### src/rtl/lsu_mem_master.sv
// Load/store initiator: one request at a time, misaligned h/w split into byte accesses (MISALIGN_TRAP_EN traps them instead).
// Latency accept->rsp_valid: aligned 2, split N+1, error 1; response held until rsp_ready, no request accepted while busy.
module lsu_mem_master #(
    parameter int MEM_BYTES = 4096,
    parameter int ADDR_W    = 32
) (
    input  logic              i_clk,
    input  logic              i_rst,
    input  logic              i_req_valid,
    output logic              o_req_ready,
    input  logic              i_req_we,
    input  logic [2:0]        i_req_ctrl,
    input  logic [ADDR_W-1:0] i_req_addr,
    input  logic [31:0]       i_req_wdata,
    output logic              o_rsp_valid,
    input  logic              i_rsp_ready,
    output logic [31:0]       o_rsp_rdata,
    output logic              o_rsp_err,
    output logic [ADDR_W-1:0] o_dm_addr,
    output logic [31:0]       o_dm_wdata,
    output logic              o_dm_wr,
    output logic [2:0]        o_dm_ctrl,
    input  logic [31:0]       i_dm_rdata
);

    typedef enum logic [1:0] {S_IDLE, S_ACCESS, S_SPLIT, S_RESP} state_t;

    localparam logic [ADDR_W-1:0] LP_MEM_BYTES = ADDR_W'(MEM_BYTES);
    localparam logic [2:0]        LP_DM_IDLE   = 3'b011;
`ifdef MISALIGN_TRAP_EN
    localparam bit LP_TRAP = 1'b1;
`else
    localparam bit LP_TRAP = 1'b0;
`endif

    state_t            r_state, w_next;
    logic              r_we;
    logic [2:0]        r_ctrl;
    logic [ADDR_W-1:0] r_addr;
    logic [31:0]       r_wdata;
    logic [1:0]        r_cnt;
    logic [31:0]       r_rdata;
    logic              r_err;

    logic              w_accept, w_ctrl_ok, w_range_err, w_misalign, w_acc_err;
    logic [ADDR_W-1:0] w_size, w_last;
    logic [1:0]        w_cnt_last;
    logic [7:0]        w_wbyte;
    logic [31:0]       w_asm, w_ext;

    assign w_accept  = i_req_valid && (r_state == S_IDLE);
    assign w_ctrl_ok = (i_req_ctrl == 3'b000) || (i_req_ctrl == 3'b001) || (i_req_ctrl == 3'b010) ||
                       (i_req_ctrl == 3'b100) || (i_req_ctrl == 3'b101);

    always_comb begin
        w_size = ADDR_W'(1);
        case (i_req_ctrl[1:0])
            2'b01:   w_size = ADDR_W'(2);
            2'b10:   w_size = ADDR_W'(4);
            default: w_size = ADDR_W'(1);
        endcase
    end

    // The first-byte check also catches a last byte that wrapped past 2^ADDR_W.
    assign w_last      = i_req_addr + w_size - ADDR_W'(1);
    assign w_range_err = (i_req_addr >= LP_MEM_BYTES) || (w_last >= LP_MEM_BYTES);
    assign w_misalign  = ((i_req_ctrl[1:0] == 2'b01) && i_req_addr[0]) ||
                         ((i_req_ctrl[1:0] == 2'b10) && (i_req_addr[1:0] != 2'b00));
    assign w_acc_err   = !w_ctrl_ok || w_range_err || (LP_TRAP && w_misalign);
    assign w_cnt_last  = (r_ctrl[1:0] == 2'b10) ? 2'd3 : 2'd1;

    always_comb begin
        w_wbyte = r_wdata[7:0];
        w_asm   = r_rdata;
        case (r_cnt)
            2'd0: begin w_wbyte = r_wdata[7:0];   w_asm[7:0]   = i_dm_rdata[7:0]; end
            2'd1: begin w_wbyte = r_wdata[15:8];  w_asm[15:8]  = i_dm_rdata[7:0]; end
            2'd2: begin w_wbyte = r_wdata[23:16]; w_asm[23:16] = i_dm_rdata[7:0]; end
            default: begin w_wbyte = r_wdata[31:24]; w_asm[31:24] = i_dm_rdata[7:0]; end
        endcase
    end

    always_comb begin
        w_ext = w_asm;
        case (r_ctrl)
            3'b001:  w_ext = {{16{w_asm[15]}}, w_asm[15:0]};
            3'b101:  w_ext = {16'b0, w_asm[15:0]};
            default: w_ext = w_asm;
        endcase
    end

    always_comb begin
        w_next = r_state;
        case (r_state)
            S_IDLE: begin
                if (w_accept) begin
                    if (w_acc_err)       w_next = S_RESP;
                    else if (w_misalign) w_next = S_SPLIT;
                    else                 w_next = S_ACCESS;
                end
            end
            S_ACCESS: w_next = S_RESP;
            S_SPLIT:  if (r_cnt == w_cnt_last) w_next = S_RESP;
            S_RESP:   if (i_rsp_ready) w_next = S_IDLE;
            default:  w_next = S_IDLE;
        endcase
    end

    always_comb begin
        o_dm_addr  = '0;
        o_dm_wdata = '0;
        o_dm_wr    = 1'b0;
        o_dm_ctrl  = LP_DM_IDLE;
        case (r_state)
            S_ACCESS: begin
                o_dm_addr  = r_addr;
                o_dm_wdata = r_wdata;
                o_dm_wr    = r_we;
                o_dm_ctrl  = r_ctrl;
            end
            S_SPLIT: begin
                o_dm_addr  = r_addr + ADDR_W'(r_cnt);
                o_dm_wdata = {24'b0, w_wbyte};
                o_dm_wr    = r_we;
                o_dm_ctrl  = 3'b100;
            end
            default: ;
        endcase
    end

    always_ff @(posedge i_clk or posedge i_rst) begin
        if (i_rst) begin
            r_state <= S_IDLE;
            r_we    <= 1'b0;
            r_ctrl  <= LP_DM_IDLE;
            r_addr  <= '0;
            r_wdata <= '0;
            r_cnt   <= 2'd0;
            r_rdata <= '0;
            r_err   <= 1'b0;
        end else begin
            r_state <= w_next;
            case (r_state)
                S_IDLE: begin
                    if (w_accept) begin
                        r_we    <= i_req_we;
                        r_ctrl  <= i_req_ctrl;
                        r_addr  <= i_req_addr;
                        r_wdata <= i_req_wdata;
                        r_cnt   <= 2'd0;
                        r_rdata <= '0;
                        r_err   <= w_acc_err;
                    end
                end
                S_ACCESS: if (!r_we) r_rdata <= i_dm_rdata;
                S_SPLIT: begin
                    r_cnt <= r_cnt + 2'd1;
                    if (!r_we) r_rdata <= (r_cnt == w_cnt_last) ? w_ext : w_asm;
                end
                default: ;
            endcase
        end
    end

    assign o_req_ready = (r_state == S_IDLE);
    assign o_rsp_valid = (r_state == S_RESP);
    assign o_rsp_rdata = r_rdata;
    assign o_rsp_err   = r_err;

endmodule

### config.mk
export PLATFORM = sky130hd
export DESIGN_NAME = lsu_mem_master
export DESIGN_NICKNAME = d
export VERILOG_FILES = /design/src/rtl/lsu_mem_master.sv
export SDC_FILE = /design/constraint.sdc
export NUM_CORES = 1
export LEC_CHECK = 0
export CORE_MARGIN = 8
export CORE_UTILIZATION = 49
export CTS_CLUSTER_DIAMETER = 30
export DETAILED_ROUTE_END_ITERATION = 7
export MAX_ROUTING_LAYER = met4
export PLACE_DENSITY_LB_ADDON = 0.2
export SETUP_SLACK_MARGIN = 0.3
export SYNTH_ARGS = -nofsm -noshare
export SYNTH_HDL_FRONTEND = slang
export SYNTH_SLANG_ARGS = --single-unit
### constraint.sdc
create_clock -name i_clk -period 3.88 [get_ports i_clk]
set_input_delay 0.776 -clock i_clk [delete_from_list [all_inputs] [get_ports i_clk]]
set_output_delay 0.776 -clock i_clk [all_outputs]
set_load 0.01 [all_outputs]
==> flow_summary.ini, run 1 <==
[synth]
synthSimpleGateAreaFrac_pct = 20.9
netlist_instances = 1013
synthXorXnorAreaFrac_pct = 1.70
synth_compound_area_share_pct = 22.4
yosys_warnings = 0
synth_mux_area_share_pct = 7.54
synth.distinct_cells = 77
syn_avg_cell_area_um2 = 8.16
synth.net_count = 1184
synth_edf_count = 0
synth_top_family_by_area = compound AO/OA/AOI/OAI gates
syn_area_um2 = 8270
synthAdderAreaFrac_pct = 10.3
synthArstFlopShare_pct = 100
seq_area_frac_synth_pct = 31.8
synth_ff_type = dfrtp_1
ys_ff_latch = 105

[route]
drc = 0
met1Wirelength_mm = 12.6
dr.pass1.iters = 7
dr_wl_met2_mm = 14.8
top_layer_used = met4
wl_met3_mm = 2.13
wire_per_inst_um = 19.4
ant_nets = 0
drt_iter0_markers = 627
vias = 8903
vias_per_cell = 5.67
drt-total-wl_mm = 30.5

[cells_and_area]
final_common_cell = clkdlybuf4s50_1
final_cells = 1569
final_core_util_pct = 75.3
syn_to_final_growth_pct = 50.5
layout_common_cells = clkdlybuf4s50_1 (179), buf_4 (157), nand2_1 (147), o21ai_0 (113), dfrtp_1 (103)
drive_above_1_share_pct = 24.7
stdcell_area_um2 = 12400
layout.nets = 1515

[timing]
finalSetupViolations = 0
whs_ps = 467
period_share_pct = 93.8
min_period_ps = 3640
hold_viol = 0
rsz0062_at_grt = yes
slew_headroom_pct = 27.8
clock_skew_ps = 11.2
max_slew.worst_pin.slew_ps = 1080
max_clock_freq_mhz = 275
drv_slew = 0

[clock_tree]
worstSkewPairLatency_ps = 360
cts_root_buf = clkbuf_16
numClockSinks = 105
cts_tree = done
cts_buffer_depth = 2
cts_buffers = 9
clk_pin_slew_ps = 80
htreeDepth = 3

[power]
p_int_mw = 4.03
combPwrFrac_pct = 59.4
leakagePower_nw = 5.59
power_density_nw_per_um2 = 577
switchingPower_mw = 3.15
ir_drop_mv = 0.404
p_seq_share_pct = 28.3
swShare_pct = 43.9
clkPwrFrac_pct = 12.3

[floorplanning]
fp-row-count = 47
initial_core_util_pct = 50.0
die_area_um2 = 21300
coreArea_um2 = 16500
die_w_um = 146
ios = 207
dieHeight_um = 146

[placement]
dp_hpwl_mm = 23.5
place.gp.congestion = 0.925
portBuffers = 206
place_area_um2 = 11600
dp.cells = 1543

[run_status]
status = complete, no violations

[worst_setup_path]
critPathTopFamily = simple AND/OR/NAND/NOR gates
critical_path.max_fanout = 3
required_ps = 3100
worstPathCellList = ha_1, a21o_1, nand3_2, nor4_2, buf_4, and4_4, and3_4, and3_4, nand3_2, xor2_1, o21ai_1, buf_4
slowest_stage = dfrtp_1
start_kind = register
cp.arrival_ps = 2860
r2r_cells = 9
path_class = register to primary output
path_buf_inv = 2
cpPeakStageDelay_ps = 390
cp.depth = 12
end_kind = primary output

[global_routing]
antenna_found_initial = 1
grt_max_degree = 103
grt_pass1_wl_mm = 47.6
grt-ovfl-total = 0
track_usage_pct = 28.2
grt_pass1_vias = 8747

[min_path]
hold_path_class = register to register
min_delay_path_depth = 2

[run]
cap_violations = 0
## sequential cells by signal, summed over array words and instances, names as in the netlist
register	count
r_ctrl	3
r_wdata	32
o_rsp_err	1
r_cnt	2
o_rsp_rdata	32
r_addr	32
r_state	2
r_we	1
## power groups by stage
stage	sequential [mW]	combinational [mW]	clock, mW
final	2.03	4.26	0.882
after global routing	2.10	4.65	0.928
after CTS	2.01	4.16	0.894
after detailed placement	2.03	4.13	0
after global placement	2.01	4.04	0
after floorplan	2.01	2.19	0
## Yosys cell counts (all sizes together), types with 11 or more instances
| cell type | n | area (µm²) |
|---|---|---|
| nor2 | 43 | 161 |
| and2 | 11 | 71.3 |
| xor2 | 11 | 96.3 |
| mux2i | 18 | 180 |
| nor2b | 15 | 93.8 |
| and3 | 38 | 238 |
| dfrtp | 103 | 2580 |
| a21oi | 84 | 420 |
| nand2b | 16 | 108 |
| clkbuf | 42 | 158 |
| mux2 | 39 | 443 |
| a22oi | 12 | 90.1 |
| o21ai | 126 | 631 |
| ha | 65 | 813 |
| inv | 69 | 259 |
| nand3 | 24 | 120 |
| nand2 | 150 | 563 |
## what timing repair did
item	in CTS	in global routing
buffers inserted	3	7
resized for setup	117	83
endpoints found under the setup margin	23	28
pin swaps	23	38
hold buffers	0	0
## per-layer routing
layer	vias to the layer above	global-route usage, %
li1	4278	-
met1	4248	34.4
met2	332	46.3
met3	45	4.76
met4	0	9.79
met5	-	-
## per-stage QoR
step                      TNS [ps]  setup slack, ps  total power [mW]
after floorplan                  0              286              4.20
after global placement       -1480             -470              6.05
after detailed placement     -1780             -563              6.17
after CTS                        0              117              7.07
after global routing             0              116              7.67
final                            0              242              7.18
## final timing paths
kind	start	to	slack (ps)
hold reg to reg	o_rsp_rdata[1]	o_rsp_rdata[1]	470
min in group asynchronous	i_rst	r_wdata[18]	1060
setup / recovery	r_cnt[1]	o_dm_addr[31]	240
max in group asynchronous	i_rst	r_wdata[31]	2050
setup reg to reg	r_state[1]	o_rsp_rdata[1]	890
hold / removal	o_rsp_rdata[1]	o_rsp_rdata[1]	470
## worst min-delay path: stages (launching register included)
cell and delay, ps:
dfrtp_1 350, nand2_1 50, nand2_1 40
## cell type report
type                    instances  area (µm²)
clock inverters                 6        53.8
flip-flops and latches        105        2630
inverters                      69         274
clock buffers                   9         225
diodes                          1        2.50
repair buffers                368        3260
fillers                      1283        4080
multi-input cells             791        5730
well taps                     220         275
## kinds of logic (layout without fill, tap and decap cells)
group,Yosys count,after routing
other cells,0,1
fa+ha+maj,67,67
simple gates,346,346
flops,105,105
buf+inv,117,452
compound gates,305,305
mux,57,57
xor+xnor,16,16
No activity file was read; power rests on OpenSTA's default activity.
==> run 2: changes to the inputs <==
- HOLD_SLACK_MARGIN: default -> 0.03
==> results of run 2 <==
The final DEF is identical to that of run 1; final timing and power are the same.
==> run 3: changes to the inputs <==
- CTS_BUF_LIST: default -> sky130_fd_sc_hd__clkbuf_4 sky130_fd_sc_hd__clkbuf_8
==> run 3 against run 2 <==
  * Worst setup slack worse by 53 ps
  * Die area is the same
  * Final area unchanged
  * Clock power is 25% lower
==> flow_summary.ini, run 3 (synthesis gave the netlist of run 1 again) <==
[floorplanning]
coreArea_um2 = 16500
dieHeight_um = 146
ios = 207
fp-row-count = 47
die_w_um = 146
initial_core_util_pct = 50.0
die_area_um2 = 21300

[timing]
max_clock_freq_mhz = 271
slew_headroom_pct = 28.8
whs_ps = 476
period_share_pct = 95.1
drv_slew = 0
rsz0062_at_grt = yes
max_slew.worst_pin.slew_ps = 1070
clock_skew_ps = 16.0
hold_viol = 0
min_period_ps = 3690
finalSetupViolations = 0

[cells_and_area]
final_common_cell = clkdlybuf4s50_1
stdcell_area_um2 = 12400
final_core_util_pct = 75.3
final_cells = 1569
layout.nets = 1515
layout_common_cells = clkdlybuf4s50_1 (173), buf_4 (158), nand2_1 (147), o21ai_0 (109), dfrtp_1 (103)
syn_to_final_growth_pct = 50.5
drive_above_1_share_pct = 25.5

[route]
wire_per_inst_um = 19.5
drt-total-wl_mm = 30.6
drt_iter0_markers = 565
dr.pass1.iters = 5
ant_nets = 0
vias_per_cell = 5.71
drc = 0
vias = 8952

[power]
switchingPower_mw = 3.15
swShare_pct = 45.0
leakagePower_nw = 5.63
clkPwrFrac_pct = 9.5
total_power_mw = 6.99
power_density_nw_per_um2 = 562
p_seq_share_pct = 29.1
ir_drop_mv = 0.369
combPwrFrac_pct = 61.5
p_int_mw = 3.85

[worst_setup_path]
cp.arrival_ps = 2910
critical_path.max_fanout = 3
required_ps = 3100
end_kind = primary output
path_class = register to primary output
start_kind = register

[run_status]
status = complete, no violations

[global_routing]
track_usage_pct = 28.0
grt-ovfl-total = 0
antenna_found_initial = 1
grt_max_degree = 103
grt_pass1_vias = 8750
grt_pass1_wl_mm = 47.2

[clock_tree]
clk_pin_slew_ps = 110
htreeDepth = 3
cts_buffer_depth = 2
cts_root_buf = clkbuf_8
worstSkewPairLatency_ps = 390
cts_buffers = 9
cts_tree = done
numClockSinks = 105

[placement]
dp_hpwl_mm = 23.5
portBuffers = 206
place.gp.congestion = 0.925
dp.cells = 1543
place_area_um2 = 11600

[run]
cap_violations = 0

[min_path]
hold_path_class = register to register
run 3: worst paths after layout:
path,from,end,slack [ps],depth (start not counted)
setup / recovery,r_cnt[1],o_dm_addr[31],190,12
hold / removal,o_rsp_rdata[1],o_rsp_rdata[1],480,2
setup reg to reg,r_state[1],o_rsp_rdata[1],870,9
hold reg to reg,o_rsp_rdata[1],o_rsp_rdata[1],480,2
max in group asynchronous,i_rst,r_wdata[7],2110,3
min in group asynchronous,i_rst,r_wdata[18],1010,2
run 3: timing repair:
action,in CTS,in global routing
setup buffers,3,7
resized for setup,122,101
pin swaps,23,35
hold buffers,0,0
setup endpoints to repair,28,35
run 3: power by group through the flow:
stage,sequential (mW),combinational (mW),clock (mW)
after floorplan,2.01,2.19,0
after detailed placement,2.03,4.13,0
after global placement,2.01,4.04,0
final,2.03,4.30,0.663
after CTS,2.01,4.15,0.666
after global routing,2.10,4.68,0.697
run 3: worst max-delay path, cell delays in order, from the launching register on:
cell	delay [ps]
dfrtp_1	410
ha_1	280
a21o_1	170
nand3_2	150
nor4_2	170
buf_4	180
and4_4	230
and3_4	190
and3_4	200
nand3_2	90
xor2_1	150
o21ai_1	140
buf_4	170
run 3: metrics by stage:
step	worst slack [ps]	setup TNS, ps
finish	190	0
global route	39.0	0
CTS	68.7	0
detailed placement	-563	-1780
global placement	-470	-1480
floorplan	286	0
run 3: area by class of cell:
type                       count  area, µm²
fill                        1283       4080
timing repair buffer         368       3270
antenna                        1       2.50
clock buffer                   9        124
multi-input combinational    791       5820
sequential                   105       2630
clock inverter                 6       53.8
tap                          220        275
inverter                      69        269
run 3: per-layer routing:
metal	part of all wire [%]	up-vias	track usage, %
met2	49	342	47.0
met1	41	4286	33.9
met5	0	-	-
li1	-	4277	-
met4	2.8	0	8.64
met3	6.8	47	4.63
==> variant (settings of run 2) <==
Reset style: synchronous (`i_rst`), changed in one clocked block.
--- a/src/rtl/lsu_mem_master.sv
+++ b/src/rtl/lsu_mem_master.sv
@@ -130,3 +130,3 @@
 
-    always_ff @(posedge i_clk or posedge i_rst) begin
+    always_ff @(posedge i_clk) begin
         if (i_rst) begin
Check against the original RTL: differs if i_rst is asserted again (counterexample within 4 cycles, from zero or initial values and one cycle with i_rst high); with i_rst held inactive, the same outputs for 4 cycles.
==> variant against run 2 <==
  * Design area up 8.3%
  * Worst setup slack got worse by 0.12 ns
  * Power is 20% lower
  * Register-to-register slack gained 0.17 ns
  * Clock skew is 0.0034 ns higher
  * Combinational power decreased by 23%
  * Synthesized area is 4.4% higher
  * Final cell count is 18% higher
  * Wire length is 30% higher
  * Sequential cell count stayed put
  * Sequential power down 27%
  * Largest cell class unchanged
  * Largest power group unchanged
==> variant: results (changes against run 2) <==
Outcome: complete, no violations (unchanged). The iteration-0 DRC count of the detailed router came out at 1,094 (was 627). The via count of the first global-routing pass came out at 10,900 (was 8,747). The mux share of post-synthesis cell area came out at 2.68% (was 7.54%).

The fraction of synthesis flops using an asynchronous set or reset pin is 0% (was 100%). The post-layout net count came out at 1,790 (was 1,515). The number of fill cells in the layout is 1,241 (was 1,283). The portion of the post-synthesis area used by sequential elements is 24.4% (was 31.8%). Area contributors post-synth: dfxtp_1 24%, nand2_1 9.9%, ha_1 9.4%, a21oi_1 7.4%, nor2_1 4.0% (was dfrtp_1 31%, ha_1 9.8%, o21ai_0 7.5%, nand2_1 6.8%, mux2_2 5.2%). The primary flip-flop cell chosen by synthesis mapping is dfxtp_1 (was dfrtp_1). The mean number of vias per cell came to 6.11 (was 5.67). The startpoint of the most critical setup path is r_cnt[0]$_SDFFE_PP0P_ (was r_cnt[1]$_DFFE_PP0P_).

The worst vdd rail ir drop is 0.343 mV (was 0.404 mV). The area share of xor/xnor cells in the synthesized design came out at 1.01% (was 1.70%). The worst-path maximum fanout is 3 (unchanged). The data arrival time of the critical path came to 2.98 ns (was 2.86 ns). The wire length of the first global-routing pass came out at 59,700 um (was 47,600 um). Clock latency on the worst-skew pair, taken at its later pin, is 0.37 ns.

The leakage component of the power was 5.74 nW (was 5.59 nW). The worst setup timing slack at the placement stage came out at -0.572 ns (was -0.563 ns). The compound-cell area share of the yosys netlist is 26.0% (was 22.4%).

The final weighted congestion in routability-driven placement is 1.05 (was 0.925). The largest net degree at the start of global routing came out at 68 (was 103). The number of antenna violations at the first check in global routing came out at 0 (was 1). The instance area at placement came out at 0.0124 mm^2 (was 0.0116 mm^2). The total half-perimeter wirelength after legalization and detailed placement came to 30,000 um (was 23,500 um). The transition time at the pin with the least slew margin is 1.40 ns (was 1.08 ns). The final setup skew was 0.0146 ns (was 0.0112 ns).

The worst reg2reg path startpoint is r_state[1]$_SDFFE_PP0P_ (was r_state[1]$_DFFE_PP0P_). The post-synthesis share of cell area spent on full adders, half adders and majority gates is 9.89% (was 10.3%). The fraction of final layout cells sized beyond drive strength 1 came to 24.4% (was 24.7%). The total wire length after detailed routing is 39,500 um (was 30,500 um). Most numerous cell types in the synthesized netlist: 228 x nand2_1, 128 x a21oi_1, 105 x dfxtp_1 (was 150 x nand2_1, 124 x o21ai_0, 103 x dfrtp_1). The net count of the mapped netlist is 1,398 (was 1,184).

The source of the worst hold timing path was o_rsp_rdata[5]$_SDFFE_PP0P_ (was o_rsp_rdata[1]$_DFFE_PP0P_). The count of distinct cell types in the synthesized netlist came to 78 (was 77). The total global-route track usage is 34.8% (was 28.2%). The number of antenna repair diodes was 0 (was 1).
==> variant: logic make-up (layout without fill, tap and decap cells) <==
family,after synthesis,count (layout)
simple gates,536,536
compound gates,346,346
buf+inv,140,537
flops,105,105
fa+ha+maj,67,67
mux,23,23
xor+xnor,10,10
==> variant: final cells by class <==
cell class                      instances  area (um^2)  area share, %
Clock buffer                            9          225           1.67
Clock inverter                          7         67.6          0.502
Inverter                               67          268           1.99
Multi-Input combinational cell        982         6620           49.1
Sequential cell                       105         2110           15.7
Tap cell                              225          282           2.09
Timing Repair Buffer                  454         3900           29.0
==> variant: critical path, cell delays in order (launching register included) <==
cell and delay, ns:
dfxtp_2 0.36, ha_4 0.15, fa_2 0.24, and3_4 0.20
and3_4 0.20, nand4_1 0.16, or4_4 0.56, nor2_4 0.14
a41oi_2 0.11, a311oi_2 0.30, buf_2 0.19
==> variant: final timing paths <==
path                             endpoint  slack (ns)  cells after the start
max                         o_dm_addr[30]        0.12                     10
max reg2reg  o_rsp_rdata[19]$_SDFFE_PP0P_        1.06                      8
min           o_rsp_rdata[5]$_SDFFE_PP0P_        0.46                      2
min reg2reg   o_rsp_rdata[5]$_SDFFE_PP0P_        0.46                      2
==> variant: stage by stage <==
stage	utilization [%]	hold slack, ns	TNS, ns	cells
2_1_floorplan	-	0.435	0	1227
3_3_place_gp	71.8	0.439	-1.21	1805
3_5_place_dp	71.8	0.444	-1.60	1805
4_1_cts	76.9	0.455	0	1842
5_1_grt	78.2	0.472	0	1849
6_report	78.2	0.456	0	1849
==> variant: per-layer routing <==
metal / global-route usage [%] / share of wire (%)
met3: 5.62 / 8.3
met5: - / 0
met1: 39.3 / 38
met2: 58.4 / 48
met4: 18.3 / 4.9
==> variant: timing repair <==
action                                  4_1_cts  5_1_grt
resized for setup                           166       60
endpoints found under the hold margin         0        0
endpoints found under the setup margin       32       27
buffers inserted                             21        7
pin swaps                                    42       33
==> variant: power breakdown <==
group / total (mW) / leakage, nW / switching (mW) / internal, mW
Sequential: 1.49 / 0.858 / 0.197 / 1.30
Clock: 0.936 / 0.146 / 0.478 / 0.457
Combinational: 3.30 / 4.73 / 1.95 / 1.35
Total: 5.73 / 5.74 / 2.63 / 3.10
